[src/rtl/strobe_bus_pkg.sv]
`default_nettype none
// ----------------------------------------------------------------------------
// strobe_bus_pkg : shared states, widths and response codes for strobe-bus initiators
// Revision: 1.0
// ----------------------------------------------------------------------------
package strobe_bus_pkg;

  localparam int ADDR_W = 32;
  localparam int DATA_W = 32;

  // Value carried on the response error flag
  localparam logic RSP_OK      = 1'b0;
  localparam logic RSP_TIMEOUT = 1'b1;

  typedef enum logic [1:0] {
    IDLE = 2'd0,
    STRB = 2'd1,
    RESP = 2'd2
  } state_t;

endpackage
`default_nettype wire

[src/rtl/strobe_bus_master_if.sv]
`default_nettype none
// ----------------------------------------------------------------------------
// strobe_bus_master_if : host request/response port plus strobe/ack bus wires
// Revision: 1.0
// ----------------------------------------------------------------------------
interface strobe_bus_master_if;
  import strobe_bus_pkg::*;

  // Host side
  logic              iREQ;
  logic              iREQ_WE;
  logic [ADDR_W-1:0] iREQ_ADR;
  logic [DATA_W-1:0] iREQ_WDAT;
  logic              oREQ_RDY;
  logic              oRSP_VLD;
  logic [DATA_W-1:0] oRSP_RDAT;
  logic              oRSP_ERR;

  // Responder side
  logic              oSTB;
  logic              oWE;
  logic [ADDR_W-1:0] oADR;
  logic [DATA_W-1:0] oDAT;
  logic [DATA_W-1:0] iDAT;
  logic              iACK;

  modport master (
    input  iREQ, iREQ_WE, iREQ_ADR, iREQ_WDAT, iDAT, iACK,
    output oREQ_RDY, oRSP_VLD, oRSP_RDAT, oRSP_ERR, oSTB, oWE, oADR, oDAT
  );

  modport slave (
    output iREQ, iREQ_WE, iREQ_ADR, iREQ_WDAT, iDAT, iACK,
    input  oREQ_RDY, oRSP_VLD, oRSP_RDAT, oRSP_ERR, oSTB, oWE, oADR, oDAT
  );

endinterface
`default_nettype wire

[src/rtl/bus_timeout_cnt.sv]
`default_nettype none
// ----------------------------------------------------------------------------
// bus_timeout_cnt : load-to-zero / increment counter flagging TIMEOUT-1 reached
// Revision: 1.0
// ----------------------------------------------------------------------------
module bus_timeout_cnt #(
  parameter int TIMEOUT = 16
) (
  input  wire logic iCLK,
  input  wire logic iRST,
  input  wire logic i_load,
  input  wire logic i_inc,
  output logic      o_tc
);

  localparam int               CNT_W  = $clog2(TIMEOUT + 1);
  localparam logic [CNT_W-1:0] TC_VAL = CNT_W'(TIMEOUT - 1);

  logic [CNT_W-1:0] r_cnt;

  // Saturates at the terminal value so it can never wrap
  always_ff @(posedge iCLK) begin
    if (!iRST) begin
      r_cnt <= '0;
    end else if (i_load) begin
      r_cnt <= '0;
    end else if (i_inc && (r_cnt != TC_VAL)) begin
      r_cnt <= r_cnt + 1'b1;
    end
  end

  assign o_tc = (r_cnt == TC_VAL);

endmodule
`default_nettype wire

[src/rtl/strobe_bus_master.sv]
`default_nettype none
// ----------------------------------------------------------------------------
// strobe_bus_master : single-outstanding strobe/ack bus initiator with timeout
// Revision: 1.0
// ----------------------------------------------------------------------------
module strobe_bus_master
  import strobe_bus_pkg::*;
#(
  parameter int                TIMEOUT  = 16,
  parameter logic [DATA_W-1:0] RST_RDAT = '0
) (
  input  wire logic           iCLK,
  input  wire logic           iRST,
  strobe_bus_master_if.master bus
);

  state_t            r_state;
  state_t            w_state_nxt;

  logic              r_req_rdy;
  logic              r_rsp_vld;
  logic [DATA_W-1:0] r_rsp_rdat;
  logic              r_rsp_err;
  logic              r_stb;
  logic              r_we;
  logic [ADDR_W-1:0] r_adr;
  logic [DATA_W-1:0] r_dat;

  logic              w_req_rdy;
  logic              w_rsp_vld;
  logic [DATA_W-1:0] w_rsp_rdat;
  logic              w_rsp_err;
  logic              w_stb;
  logic              w_we;
  logic [ADDR_W-1:0] w_adr;
  logic [DATA_W-1:0] w_dat;

  logic              w_load;
  logic              w_inc;
  logic              w_tc;

  assign w_load = (r_state == IDLE) && bus.iREQ;
  assign w_inc  = (r_state == STRB) && !bus.iACK;

  bus_timeout_cnt #(
    .TIMEOUT (TIMEOUT)
  ) u_timeout_cnt (
    .iCLK   (iCLK),
    .iRST   (iRST),
    .i_load (w_load),
    .i_inc  (w_inc),
    .o_tc   (w_tc)
  );

  // State and output registers; outputs are loaded from their next-state decode
  always_ff @(posedge iCLK) begin
    if (!iRST) begin
      r_state    <= IDLE;
      r_req_rdy  <= 1'b1;
      r_rsp_vld  <= 1'b0;
      r_rsp_rdat <= RST_RDAT;
      r_rsp_err  <= RSP_OK;
      r_stb      <= 1'b0;
      r_we       <= 1'b0;
      r_adr      <= '0;
      r_dat      <= '0;
    end else begin
      r_state    <= w_state_nxt;
      r_req_rdy  <= w_req_rdy;
      r_rsp_vld  <= w_rsp_vld;
      r_rsp_rdat <= w_rsp_rdat;
      r_rsp_err  <= w_rsp_err;
      r_stb      <= w_stb;
      r_we       <= w_we;
      r_adr      <= w_adr;
      r_dat      <= w_dat;
    end
  end

  always_comb begin
    w_state_nxt = r_state;
    case (r_state)
      IDLE:    if (bus.iREQ) w_state_nxt = STRB;
      STRB:    if (bus.iACK || w_tc) w_state_nxt = RESP;
      RESP:    w_state_nxt = IDLE;
      default: w_state_nxt = IDLE;
    endcase
  end

  always_comb begin
    w_req_rdy  = (w_state_nxt == IDLE);
    w_rsp_vld  = (w_state_nxt == RESP);
    w_stb      = (w_state_nxt == STRB);
    w_we       = 1'b0;
    w_adr      = '0;
    w_dat      = '0;
    w_rsp_rdat = r_rsp_rdat;
    w_rsp_err  = r_rsp_err;

    // The bus registers double as the request latch while strobing
    if (w_state_nxt == STRB) begin
      if (r_state == IDLE) begin
        w_we  = bus.iREQ_WE;
        w_adr = bus.iREQ_ADR;
        w_dat = bus.iREQ_WDAT;
      end else begin
        w_we  = r_we;
        w_adr = r_adr;
        w_dat = r_dat;
      end
    end

    // Ack wins over timeout; iDAT is only looked at on an acked read
    if (r_state == STRB) begin
      if (bus.iACK) begin
        w_rsp_rdat = r_we ? RST_RDAT : bus.iDAT;
        w_rsp_err  = RSP_OK;
      end else if (w_tc) begin
        w_rsp_rdat = RST_RDAT;
        w_rsp_err  = RSP_TIMEOUT;
      end
    end
  end

  assign bus.oREQ_RDY  = r_req_rdy;
  assign bus.oRSP_VLD  = r_rsp_vld;
  assign bus.oRSP_RDAT = r_rsp_rdat;
  assign bus.oRSP_ERR  = r_rsp_err;
  assign bus.oSTB      = r_stb;
  assign bus.oWE       = r_we;
  assign bus.oADR      = r_adr;
  assign bus.oDAT      = r_dat;

endmodule
`default_nettype wire

[src/flat_wrapper.sv]
// flat-port wrapper written by rule: the top's interface ports become plain ports
module strobe_bus_master_flat import strobe_bus_pkg::*;
#(
  parameter int                TIMEOUT  = 16,
  parameter logic [DATA_W-1:0] RST_RDAT = '0
)
  (iCLK, iRST, bus_iREQ, bus_iREQ_WE, bus_iREQ_ADR, bus_iREQ_WDAT, bus_iDAT, bus_iACK, bus_oREQ_RDY, bus_oRSP_VLD, bus_oRSP_RDAT, bus_oRSP_ERR, bus_oSTB, bus_oWE, bus_oADR, bus_oDAT);
  strobe_bus_master_if bus_i ();
  input  wire logic iCLK;
  input  wire logic iRST;
  input wire logic [$bits(bus_i.iREQ)-1:0] bus_iREQ;
  input wire logic [$bits(bus_i.iREQ_WE)-1:0] bus_iREQ_WE;
  input wire logic [$bits(bus_i.iREQ_ADR)-1:0] bus_iREQ_ADR;
  input wire logic [$bits(bus_i.iREQ_WDAT)-1:0] bus_iREQ_WDAT;
  input wire logic [$bits(bus_i.iDAT)-1:0] bus_iDAT;
  input wire logic [$bits(bus_i.iACK)-1:0] bus_iACK;
  output wire logic [$bits(bus_i.oREQ_RDY)-1:0] bus_oREQ_RDY;
  output wire logic [$bits(bus_i.oRSP_VLD)-1:0] bus_oRSP_VLD;
  output wire logic [$bits(bus_i.oRSP_RDAT)-1:0] bus_oRSP_RDAT;
  output wire logic [$bits(bus_i.oRSP_ERR)-1:0] bus_oRSP_ERR;
  output wire logic [$bits(bus_i.oSTB)-1:0] bus_oSTB;
  output wire logic [$bits(bus_i.oWE)-1:0] bus_oWE;
  output wire logic [$bits(bus_i.oADR)-1:0] bus_oADR;
  output wire logic [$bits(bus_i.oDAT)-1:0] bus_oDAT;
  assign bus_i.iREQ = bus_iREQ;
  assign bus_i.iREQ_WE = bus_iREQ_WE;
  assign bus_i.iREQ_ADR = bus_iREQ_ADR;
  assign bus_i.iREQ_WDAT = bus_iREQ_WDAT;
  assign bus_i.iDAT = bus_iDAT;
  assign bus_i.iACK = bus_iACK;
  assign bus_oREQ_RDY = bus_i.oREQ_RDY;
  assign bus_oRSP_VLD = bus_i.oRSP_VLD;
  assign bus_oRSP_RDAT = bus_i.oRSP_RDAT;
  assign bus_oRSP_ERR = bus_i.oRSP_ERR;
  assign bus_oSTB = bus_i.oSTB;
  assign bus_oWE = bus_i.oWE;
  assign bus_oADR = bus_i.oADR;
  assign bus_oDAT = bus_i.oDAT;
  strobe_bus_master #(.TIMEOUT(TIMEOUT), .RST_RDAT(RST_RDAT)) u_core (.iCLK(iCLK), .iRST(iRST), .bus(bus_i));
endmodule
[config.mk]
export PLATFORM = sky130hd
export DESIGN_NAME = strobe_bus_master_flat
export DESIGN_NICKNAME = d
export VERILOG_FILES = /design/src/rtl/strobe_bus_pkg.sv /design/src/rtl/strobe_bus_master_if.sv /design/src/rtl/bus_timeout_cnt.sv /design/src/rtl/strobe_bus_master.sv /design/src/flat_wrapper.sv
export SDC_FILE = /design/constraint.sdc
export NUM_CORES = 1
export LEC_CHECK = 0
export ABC_CLOCK_PERIOD_IN_PS = 2200
export CAP_MARGIN = 20
export CORE_MARGIN = 2
export CORE_UTILIZATION = 36
export CTS_BUF_LIST = sky130_fd_sc_hd__clkbuf_2 sky130_fd_sc_hd__clkbuf_4 sky130_fd_sc_hd__clkbuf_8
export CTS_CLUSTER_SIZE = 30
export DETAILED_ROUTE_END_ITERATION = 10
export GPL_TIMING_DRIVEN = 0
export PLACE_DENSITY = 0.85
export SYNTH_ARGS = -nofsm -noshare
export SYNTH_HDL_FRONTEND = slang
export SYNTH_SLANG_ARGS = --single-unit
[constraint.sdc]
create_clock -name iCLK -period 2.2 [get_ports iCLK]
set_clock_uncertainty 0.2 [all_clocks]
set_input_delay 0.55 -clock iCLK [delete_from_list [all_inputs] [get_ports iCLK]]
set_output_delay 0.55 -clock iCLK [all_outputs]
set_load 0.05 [all_outputs]
* Word level (Yosys, flattened, before mapping)
Index checks and enable logic that the tools add are counted.
Widths: inputs -> output; s select.
** Word-level totals
- Register bits :: 108
- Bits of input ports :: 101
** Operators by class
- Reduce and logical (&&, ||, !) cells :: 11
- Bitwise logic cells :: 1
- Equality and inequality tests :: 5
- Muxes and demuxes :: 8
- Add/sub/neg operators :: 1
** Operators by type and width (count)
- $mux 32 :: 3
- $add 5x1->5 const B :: 1
- $eq 5x4->1 const B :: 1
- $ne 5x4->1 const B :: 1
- $eq 2x1->1 const B :: 2
- $logic_not 2->1 :: 2
- $mux 2 :: 2
- $pmux 2 s2 :: 1
- $reduce_and 2->1 :: 2
- $logic_and 1x1->1 :: 3
- $eq 2x2->1 const B :: 1
- $mux 1 :: 2
- $reduce_bool 2->1 :: 1
- $reduce_or 2->1 :: 1
- $logic_not 1->1 :: 1
- $logic_or 1x1->1 :: 1
- $not 1->1 :: 1

* Depth between registers and ports, before layout
- Depth after elaboration :: 6
- Mapped depth :: 8
- Gate-level depth less buffers :: 6

* Modules after synthesis
Synthesis repeated with hierarchy kept, for this count alone.
** Unflattened totals
- Cells, all modules :: 481
- Area total of the unflattened synthesis :: 4122.7 um2
** Modules (own cells, without submodules)
- strobe_bus_master :: cells each 455, seq. area each 2062.0 um2, area each 3881.2 um2, instances 1
- bus_timeout_cnt :: cells each 26, seq. area each 100.1 um2, area each 241.5 um2, instances 1

* Worst setup path before layout
Ideal clock, no wire load.
- Path kind :: register -> register
- Start point :: register u_core.u_timeout_cnt.r_cnt[0]
- End point :: register u_core.u_timeout_cnt.r_cnt[3]
- Stages on the path, launching flop included :: 7
- Path buffers :: 0
- Clock period less this slack :: 2190 ps
- Library setup time :: 72 ps
- Path slack :: 10 ps
- Data arrival time :: 1918 ps
- Cell sequence :: dfxtp_1 -> ha_1 -> and3_1 -> ha_1 -> or4b_4 -> or3_1 -> a21oi_1
** Between the ends
- Word-level cells in the longest chain between the ends :: 2
- Elaborated cells on any way between the ends :: 3
** Ends and longest elaborated chain
- start: declaration :: line bus_timeout_cnt.sv:19 : logic [CNT_W-1:0] r_cnt;
- start signal: assignment :: line bus_timeout_cnt.sv:28 : r_cnt <= r_cnt + 1'b1;
- branches (longest 2 deep; another with $add 5x1->5)
Parallel ways; which one is timed is not known.
A chain may end at the register's enable or synchronous reset.

* Worst setup path in the final report
- Start point :: register u_core.u_timeout_cnt.r_cnt[1]
- End point :: register u_core.u_timeout_cnt.r_cnt[3]
The elaborated chain is that of the path after synthesis.

==> flow_summary.toml <==
[worst_setup_path]
crit_path_max_fanout = 5
cp_cell_sequence = "ha_2, and3_4, ha_4, or4b_4, or3_4, a21oi_2"
cp_top_family = "simple AND/OR/NAND/NOR gates"
arrival_ns = 2.25
start_kind = "flop"
cp_slowest_cell = "or4b_4"
crit_type = "flop to flop"
crit_required_ns = 2.29
slowest_delay_ns = 0.55
end_kind = "flop"
path_buf_inv = 0

[layout]
fillers = 893
fin_area_um2 = 5960
nNetsFinal = 723
area_growth_pct = 63.1
drive_gt1_share_pct = 7.36
regArea_um2 = 2160
multi_input_area_um2 = 1400
insertedDiodeCount = 0
fin_cells = 758

[clock_network]
cts_tree = "yes"
cts_sinks = 108
cts-htree-levels = 3
cts_buffers = 9
cts_root_buf = "clkbuf_8"
ctsLongestPathBuffers = 2
clkTransAtPathRegs_ns = 0.09
holdBufCountCts = 0
clk_latency_ns = 0.36

[drt]
drc_errors = 0
routed-via-count = 3617
viasPerCell = 4.77
wl_per_cell_um = 14.5
finalWirelength_um = 11000
drtPass1Iterations = 4
drtIter0Drc = 90
antenna_left = 0

[job]
cap_viol_max_count = 0

[global_route]
grt_pass1_vias = 3655
grt_pass1_wl_um = 17300
grt.overflow.total = 0
grt_max_degree = 18
groute.usage.overall_pct = 19.4
antenna_found_initial = 0

[yosys]
synth_top_area_share_pct = 59.2
synth_nets = 509
netlist_instances = 406
yosys_most_used_dff = "dfxtp_1"
synth.area.top_cells = "dfxtp_1 59%, nand2_1 14%, a21oi_1 9.4%"
yosysUniqueCellTypes = 28
synth_area_leader_cell = "dfxtp_1"
yosys_warnings = 0
syn_area_um2 = 3650
yosysMostFrequentCell = "nand2_1"
ys_ff_latch = 108
avgSynthCellArea_um2 = 9.00
synth_edf_count = 0
synth-async-reset-ratio_pct = 0
ys_top_cells_by_count = "133 x nand2_1, 108 x dfxtp_1, 69 x a21oi_1, 32 x a22o_1, 16 x clkbuf_1"
ys_seq_area_share_pct = 59.2

[placement]
dp_cells = 740
numPortBuffers = 201
dp_hpwl_um = 8470
gp_congestion = 0.722
placed_area_um2 = 5830

[sta]
worst_pin_slew_ns = 0.724
slew_violations = 0
setup_viol = 0
hold_viol = 0
slew_headroom_pct = 51.2
max_freq_mhz = 463
fin_crit_ns = 2.16
rsz0062_at_grt = "false"
min_period_over_period_pct = 98.2

[die]
initial_utilization_pct = 37.2
die_x_um = 105
rows = 36
num_io_pins = 202
core_um2 = 9820
dieArea_um2 = 11000
fp.dieH_um = 105

[power]
irDropWorstVdd_mv = 0.378
p_leak_nw = 2.76
power_per_cell_area_nw_per_um2 = 689

[min_path]
hp-class = "flop to flop"

[run_status]
outcome = "finished clean"
placed cells by master, fill, tap and decap left out, drive strengths merged:
master / instances
clkbuf: 27
and2b: 1
buf: 13
nand2: 133
inv: 7
xnor2: 1
a21oi: 69
clkdlybuf4s50: 100
nand3b: 1
nand2b: 1
nand3: 1
o21ai: 3
nor3b: 2
or2: 1
nor4b: 1
and3: 1
o21ba: 1
or4b: 1
nor2: 6
clkinv: 1
o21bai: 1
o31a: 1
clkinvlp: 3
dlygate4sd2: 101
a22o: 32
a211oi: 1
dfxtp: 108
or3: 2
nor2b: 1
ha: 2
and3b: 2
worst reg2reg max path, cell delays in order (launching register included):
cell	delay [ns]
dfxtp_2	0.35
ha_2	0.18
and3_4	0.19
ha_4	0.17
or4b_4	0.55
or3_4	0.35
a21oi_2	0.12
per-stage QoR:
stage / power [W] / util, % / setup WS, ns / hold slack (ns) / setup TNS, ns
final: 0.00410 / 60.7 / 0.0403 / 0.254 / 0
after global routing: 0.00429 / 60.7 / 0.00512 / 0.277 / 0
after CTS: 0.00414 / 60.4 / 0.0217 / 0.257 / 0
after detailed placement: 0.00308 / 59.4 / -0.362 / 0.246 / -23.39
after global placement: 0.00306 / 59.4 / -0.354 / 0.242 / -21.66
after floorplan: 0.00265 / - / 0.0100 / 0.254 / 0
worst paths after layout:
path                                    to                          start  cells after the start  slack (ns)
max          u_core.u_timeout_cnt.r_cnt[3]  u_core.u_timeout_cnt.r_cnt[1]                      6        0.04
min                     u_core.bus.oDAT[1]             u_core.bus.oDAT[1]                      2        0.25
max reg2reg  u_core.u_timeout_cnt.r_cnt[3]  u_core.u_timeout_cnt.r_cnt[1]                      6        0.04
min reg2reg             u_core.bus.oDAT[1]             u_core.bus.oDAT[1]                      2        0.25
where the power goes:
group	internal [W]	leakage, nW	switching, W	total, W
combinational	0.000326	1.79	0.000558	0.000884
clock	0.000458	0.0854	0.000671	0.00113
sequential	0.00204	0.881	0.0000460	0.00209
total	0.00283	2.76	0.00128	0.00410
state kept, by name (all words and copies together), names as in the netlist:
signal / cells
u_core.bus.oRSP_ERR: 1
u_core.bus.oSTB: 1
u_core.bus.oRSP_RDAT: 32
u_core.bus.oRSP_VLD: 1
u_core.bus.oADR: 32
u_core.bus.oWE: 1
u_core.bus.oDAT: 32
u_core.r_state: 2
u_core.bus.oREQ_RDY: 1
u_core.u_timeout_cnt.r_cnt: 5
area by class of cell:
cell class / instances / share of cell area (%)
Multi-Input combinational cell: 265 / 23.6
Timing Repair Buffer: 203 / 31.9
Clock buffer: 11 / 2.44
Inverter: 6 / 0.378
Clock inverter: 5 / 0.609
Buffer: 27 / 2.02
Tap cell: 133 / 2.79
Sequential cell: 108 / 36.3
logic make-up (layout without fill, tap and decap cells):
logic type / count (synthesis) / after routing / share of synthesized area, %
xor+xnor: 1 / 1 / 0.240
fa+ha+maj: 2 / 2 / 0.685
compound gates: 108 / 108 / 18.5
simple gates: 154 / 154 / 17.8
buf+inv: 33 / 252 / 3.66
flops: 108 / 108 / 59.2
routing by layer:
| layer | GRT usage (%) | vias up | wire (µm) |
|---|---|---|---|
| li1 | - | 1785 | - |
| met1 | 20.8 | 1699 | 4270 |
| met2 | 36.5 | 119 | 5850 |
| met3 | 5.30 | 14 | 688 |
| met4 | 6.29 | 0 | 162 |
| met5 | 0 | - | 0 |
what timing repair did:
item | 4_1_cts | 5_1_grt
endpoints found under the setup margin | 193 | 32
setup buffers | 2 | 0
pin swaps | 3 | 2
resized for setup | 108 | 14
No activity file was read; power rests on OpenSTA's default activity.
